--- config.mk ---
export PLATFORM = sky130hd
export DESIGN_NAME = typing_char_seq
export DESIGN_NICKNAME = d
export VERILOG_FILES = /design/src/rtl/typing_char_seq.sv
export SDC_FILE = /design/constraint.sdc
export NUM_CORES = 1
export LEC_CHECK = 0
export CORE_MARGIN = 4
export CORE_UTILIZATION = 50
export CTS_BUF_LIST = sky130_fd_sc_hd__clkbuf_8
export DETAILED_ROUTE_END_ITERATION = 16
export HOLD_SLACK_MARGIN = 0.08
export PLACE_DENSITY = 0.78
export SLEW_MARGIN = 40
export SYNTH_ARGS = -nofsm -noshare
export SYNTH_HDL_FRONTEND = slang
export SYNTH_SLANG_ARGS = --single-unit
--- constraint.sdc ---
create_clock -name clock -period 3.4 [get_ports clock]
set_input_delay 0.68 -clock clock [delete_from_list [all_inputs] [get_ports clock]]
set_output_delay 0.68 -clock clock [all_outputs]
set_load 0.02 [all_outputs]
--- src/rtl/typing_char_seq.sv ---
// Round sequencer for the typing tutor: drives the character-mux select, checks typed keys
// against the selected character, counts errors and skips a position after an idle timeout.
module typing_char_seq #(
    parameter int KEY_W       = 8,
    parameter int ERR_W       = 4,
    parameter int TIMEOUT_CYC = 1000
) (
    input  logic             clock,
    input  logic             reset,
    input  logic             start,
    input  logic             key_valid,
    input  logic [KEY_W-1:0] key_code,
    input  logic [KEY_W-1:0] expected,
    output logic [1:0]       sel,
    output logic             busy,
    output logic             done,
    output logic             hit,
    output logic             miss,
    output logic             timeout,
    output logic [ERR_W-1:0] err_count
);

    localparam logic [1:0] IDLE = 2'd0;
    localparam logic [1:0] RUN  = 2'd1;
    localparam logic [1:0] DONE = 2'd2;

    // With the timeout disabled the idle timer is parked at zero and never compared.
    localparam bit          TIMEOUT_EN = (TIMEOUT_CYC != 0);
    localparam logic [15:0] TIMER_LAST = TIMEOUT_EN ? 16'(TIMEOUT_CYC - 1) : 16'd0;
    localparam logic [ERR_W-1:0] ERR_MAX = {ERR_W{1'b1}};

    logic [1:0]  state;
    logic [15:0] timer;
    logic        key_match;
    logic        idle_expired;

    assign key_match    = key_valid && (key_code == expected);
    assign idle_expired = TIMEOUT_EN && (timer == TIMER_LAST);

    // A hit and a timeout both move to the next position; after D the round completes
    // instead of wrapping, so sel only returns to A together with the move to DONE.
    always_ff @(posedge clock) begin
        if (!reset) begin
            state     <= IDLE;
            timer     <= 16'd0;
            sel       <= 2'b00;
            busy      <= 1'b0;
            done      <= 1'b0;
            hit       <= 1'b0;
            miss      <= 1'b0;
            timeout   <= 1'b0;
            err_count <= '0;
        end else begin
            hit     <= 1'b0;
            miss    <= 1'b0;
            timeout <= 1'b0;
            case (state)
                IDLE, DONE: begin
                    if (start) begin
                        state     <= RUN;
                        sel       <= 2'b00;
                        err_count <= '0;
                        timer     <= 16'd0;
                        busy      <= 1'b1;
                        done      <= 1'b0;
                    end
                end
                RUN: begin
                    if (start) begin
                        sel       <= 2'b00;
                        err_count <= '0;
                        timer     <= 16'd0;
                    end else if (key_match || (!key_valid && idle_expired)) begin
                        hit     <= key_match;
                        timeout <= !key_match;
                        timer   <= 16'd0;
                        if (!key_match && err_count != ERR_MAX)
                            err_count <= err_count + ERR_W'(1);
                        if (sel == 2'b11) begin
                            sel   <= 2'b00;
                            state <= DONE;
                            busy  <= 1'b0;
                            done  <= 1'b1;
                        end else begin
                            sel <= sel + 2'd1;
                        end
                    end else if (key_valid) begin
                        miss  <= 1'b1;
                        timer <= 16'd0;
                        if (err_count != ERR_MAX)
                            err_count <= err_count + ERR_W'(1);
                    end else if (TIMEOUT_EN) begin
                        timer <= timer + 16'd1;
                    end
                end
                default: begin
                    state <= IDLE;
                    busy  <= 1'b0;
                    done  <= 1'b0;
                end
            endcase
        end
    end

endmodule

# Word level (Yosys, flattened, before mapping)

Cells that the tools add are included.

Register bits: 29
Bits of input ports: 20
Output and inout port bits: 11
Logic and storage cells: 77

Add/sub/neg operators: 3
Equal/unequal tests: 14
Multiplexer cells: 33
Bitwise logic cells: 3
Reductions and logical operators: 15

Operators by type and width:

| cell                                                                    | count |
|---|---|
| 16-bit two-way mux                                                      | 4 |
| 16-bit case mux with 2 select lines                                     | 1 |
| 4-bit two-way mux                                                       | 6 |
| 16-bit by 1-bit adder with 16-bit output, second input constant         | 1 |
| 16-bit by 10-bit equality test with 1-bit output, second input constant | 1 |
| 2-bit two-way mux                                                       | 8 |
| 4-bit inequality test, second input constant                            | 4 |
| 1-bit two-way mux                                                       | 9 |
| 8-bit equality test                                                     | 1 |
| 2-bit inequality test, second input constant                            | 4 |
| 2-bit case mux with 2 select lines                                      | 2 |
| 4-bit case mux with 2 select lines                                      | 1 |
| 4-bit OR reduction                                                      | 2 |
| 5-bit AND reduction                                                     | 1 |
| 4-bit by 1-bit adder with 4-bit output, second input constant           | 1 |
| 2-bit equality test, second input constant                              | 2 |
| 1-bit case mux with 2 select lines                                      | 2 |
| 4-bit AND reduction                                                     | 1 |
| 1-bit logical AND                                                       | 3 |
| 3-bit inequality test, second input constant                            | 1 |
| 1-bit NOT                                                               | 3 |
| 3-bit AND reduction                                                     | 1 |
| 2-bit by 1-bit adder with 2-bit output, second input constant           | 1 |
| 2-bit by 1-bit equality test with 1-bit output, second input constant   | 1 |
| other kinds (6)                                                         | 7 |

# Depth between registers and ports, before layout

Word-level depth: 8
Mapped depth: 7
Depth with buffers taken out: 6

# Least setup slack after synthesis

OpenSTA, ideal clock, no wires.

Kind: input-to-reg
Start: input expected[0]
End: register sel[0]
Library setup time: 0.074 ns
Data arrival time: 1.904 ns
Data required time: 3.326 ns
Slack: 1.422 ns
Stages on the path: 5
Path buffers: 0
Path through: xor2_1 nor4_4 a31oi_4 or4_1 a31oi_1

Longest elaborated chain between the ends: 5

RTL lines:

| item                            | line | RTL |
|---|---|---|
| start, declared                 | 13   | `input logic [KEY_W-1:0] expected,` |
| 8-bit equality test             | 37   | `assign key_match = key_valid && (key_code == expected);` |
| 1-bit logical AND               | 37   |  |
| 1-bit logical OR                | 73   | `end else if (key_match \|\| (!key_valid && idle_expired)) begin` |
| 3-bit inequality test (no line) | n/a  |  |
| 3-bit AND reduction (no line)   | n/a  |  |
| end signal, assigned            | 85   | `sel <= sel + 2'd1;` |
| end, declared                   | 14   | `output logic [1:0] sel,` |

No other way between the ends.
A chain may end at the register's enable or synchronous reset.

# Final worst setup path

Start: input key_valid
End: register err_count[2]

Longest elaborated chain between the ends: 6
Elaborated cells on any way between the ends: 13
Classes of those cells: eq/ne (3); mux (3); reduce/logical (7)

RTL lines:

| item                               | line | RTL |
|---|---|---|
| start, declared                    | 11   | `input logic key_valid,` |
| 1-bit zero test                    | 73   |  |
| 1-bit logical AND                  | 73   |  |
| 1-bit logical OR                   | 73   |  |
| 4-bit two-way mux                  | 73   |  |
| 4-bit two-way mux                  | 69   | `if (start) begin` |
| 4-bit case mux with 2 select lines | 57   | `case (state)` |
| end signal, assigned               | 78   | `err_count <= err_count + ERR_W'(1);` |
| end signal, assigned               | 91   | `err_count <= err_count + ERR_W'(1);` |
| end, declared                      | 20   | `output logic [ERR_W-1:0] err_count` |

Parallel ways exist; a longest one is shown, timed or not.

==> results.cfg <==
[grt]
grtUsageTotal_pct = 17.56
grt_pass1_wl_mm = 5.727
met1_usage_pct = 20.61
grtUsageMet2_pct = 31.03
top_usage_layer = met2
grt_max_degree = 16
antenna_found_initial = 0
grt_remaining_overflow = 0
grt_util_met3_pct = 4.676
grt_pass1_vias = 1324

[floorplanning]
io_pins = 31
core_um2 = 2805
start_util_pct = 53.26
dieWidth_um = 62.66
dieHeight_um = 62.66
rows = 19
dieArea_um2 = 3926

[logic_synthesis]
syn_nets = 190
syn_avg_cell_area_um2 = 8.946
ys_top_cells_by_area = dfxtp_1, xor2_1, nand2_1, nor2_1, nor4_4
seq_area_frac_synth_pct = 36.18
yosysUniqueCellTypes = 46
synth.most_common_cell = dfxtp_1
syn_area_um2 = 1494
async_reset_ff_share_pct = 0
synth_top_flop_cell = dfxtp_1
synth-edff-count = 0
yosysTopAreaCell = dfxtp_1
ys_ff_latch = 27
syn_inst = 167
synth_warnings = 0
synth_common_cells = dfxtp_1, nand2_1, nor2_1
netlist.area_leader.share_pct = 36.18

[timing]
tns_ns = 0
relSlewSlack_pct = 60.38
rsz0062_at_grt = no
hold_violations = 0
finClkSkew_ns = 0.007186
fin_crit_sh_pct = 69.61
report.final.slew_viol_count = 0
tightestPinTransition_ns = 0.5908
setup_viol = 0
hold_slack_ns = 0.5110
fmax_ghz = 0.4225
min_period_ns = 2.367

[pwr]
ir_worst_vdd_uv = 214.3
seq_power_share_pct = 55.6
power_frac_comb_pct = 13.2
power.internal_uw = 436.3
p_leak_nw = 0.6504
swShare_pct = 24.42
power.share.clock_pct = 31.2
switching_power_uw = 141.0
p_per_area_nw_per_um2 = 309.5

[finish]
fin_cells = 228
num-nets-final = 221
diodes = 0
fillers = 244
syn_to_final_growth_pct = 24.87
drive_above_1_share_pct = 8.629

[setup_path]
cp.required_ns = 3.56
crit_arrival_ns = 2.53
worstSetupPathType = in -> reg
endpoint_kind = flop
startpoint_type = primary input
crit_path_max_fanout = 8

[route]
wl_per_cell_um = 14.33
drtIter0Drc = 115
routed_wl_mm = 3.267
vias_per_cell = 5.868
dr.pass1.iters = 4
drc = 0
vias = 1338
ant_nets = 0

[placed_design]
gp_congestion = 0.8835
portBuffers = 30
dp_hpwl_mm = 2.557
dpl.cell_count = 224

[clock_tree]
clockRootBuffer = clkbuf_8
clock_latency_ns = 0.27
clk_pin_slew_ns = 0.09
clock-sinks = 27
hold_buffers = 0
clockBufferDepth = 2
htree_levels = 1
ctsResizeCount = 0
tritoncts.num_buffers = 3
cts_tree = done
post_cts_buffers = 0

[hold_path]
min_path_type = reg -> reg

[run_status]
status = finished, final reports clean

[flow_run]
max_cap_viol_count = 0
worst max-delay path, stage by stage:
cell and delay (ns):
clkdlybuf4s50_1 0.55, nor4b_2 0.32, and4_4 0.33, nor2_2 0.09
o41ai_1 0.31, o2bb2a_1 0.25
layout by cell type, fill, tap and decap left out, drive strengths merged, types with 4 or more instances in the layout:
cell type / n
clkdlybuf4s50: 30
dfxtp: 27
nor2: 19
nand2: 18
xor2: 15
nand3: 10
nand4: 8
and2: 6
inv: 5
nor3: 4
logic make-up (layout without fill, tap and decap cells):
logic type               after synthesis  after routing  synth area share, %
XOR/XNOR                              18             18                10.55
buffers and inverters                 10             40                2.680
adder cells (fa/ha/maj)                3              3                2.513
AND/OR/NAND/NOR                       85             85                34.34
AO/OA/AOI/OAI                         24             24                13.74
flip-flops                            27             27                36.18
cell type report:
| cell class | count | area [µm²] | share of cell area (%) |
|---|---|---|---|
| well taps | 31 | 38.79 | 2.079 |
| repair buffers | 31 | 307.8 | 16.50 |
| clock buffers | 3 | 41.29 | 2.213 |
| clock inverters | 1 | 5.005 | 0.2683 |
| multi-input cells | 130 | 913.4 | 48.96 |
| flip-flops and latches | 27 | 540.5 | 28.97 |
| inverters | 5 | 18.77 | 1.006 |
power by group through the flow:
stage	logic, mW	registers, mW	clock network, mW
final	0.0762	0.321	0.180
after global routing	0.0828	0.322	0.200
after CTS	0.0765	0.321	0.184
after detailed placement	0.0763	0.328	0
after global placement	0.0751	0.328	0
after floorplan	0.0382	0.330	0
per-stage QoR:
stage	total power [mW]	setup WS, ns	utilization [%]	instance area (µm²)
after CTS	0.5816	1.045	66.50	1866
final	0.5773	1.033	66.50	1866
after detailed placement	0.4047	0.7484	64.85	1819
after floorplan	0.3680	1.422	-	1494
after global placement	0.4034	0.8323	64.85	1819
after global routing	0.6039	0.9262	66.50	1866
path summary, 6_finish.rpt:
path,start,to,slack [ns],depth (start not counted)
max reg2reg,timer[0],err_count[2],1.31,6
min reg2reg,done,done,0.51,2
min,done,done,0.51,2
max,key_valid,err_count[2],1.03,6
sequential cells by signal, summed over array words and instances (netlist names):
signal and count:
err_count 4, state 1, sel 2, timer 16, timeout 1, miss 1
done 1, hit 1
metal layers:
layer,wire [µm],up-vias
met4,27,0
met2,1613,53
met5,0,-
met1,1404,609
li1,-,672
met3,220,4
Power figures use the tool's default switching activity.
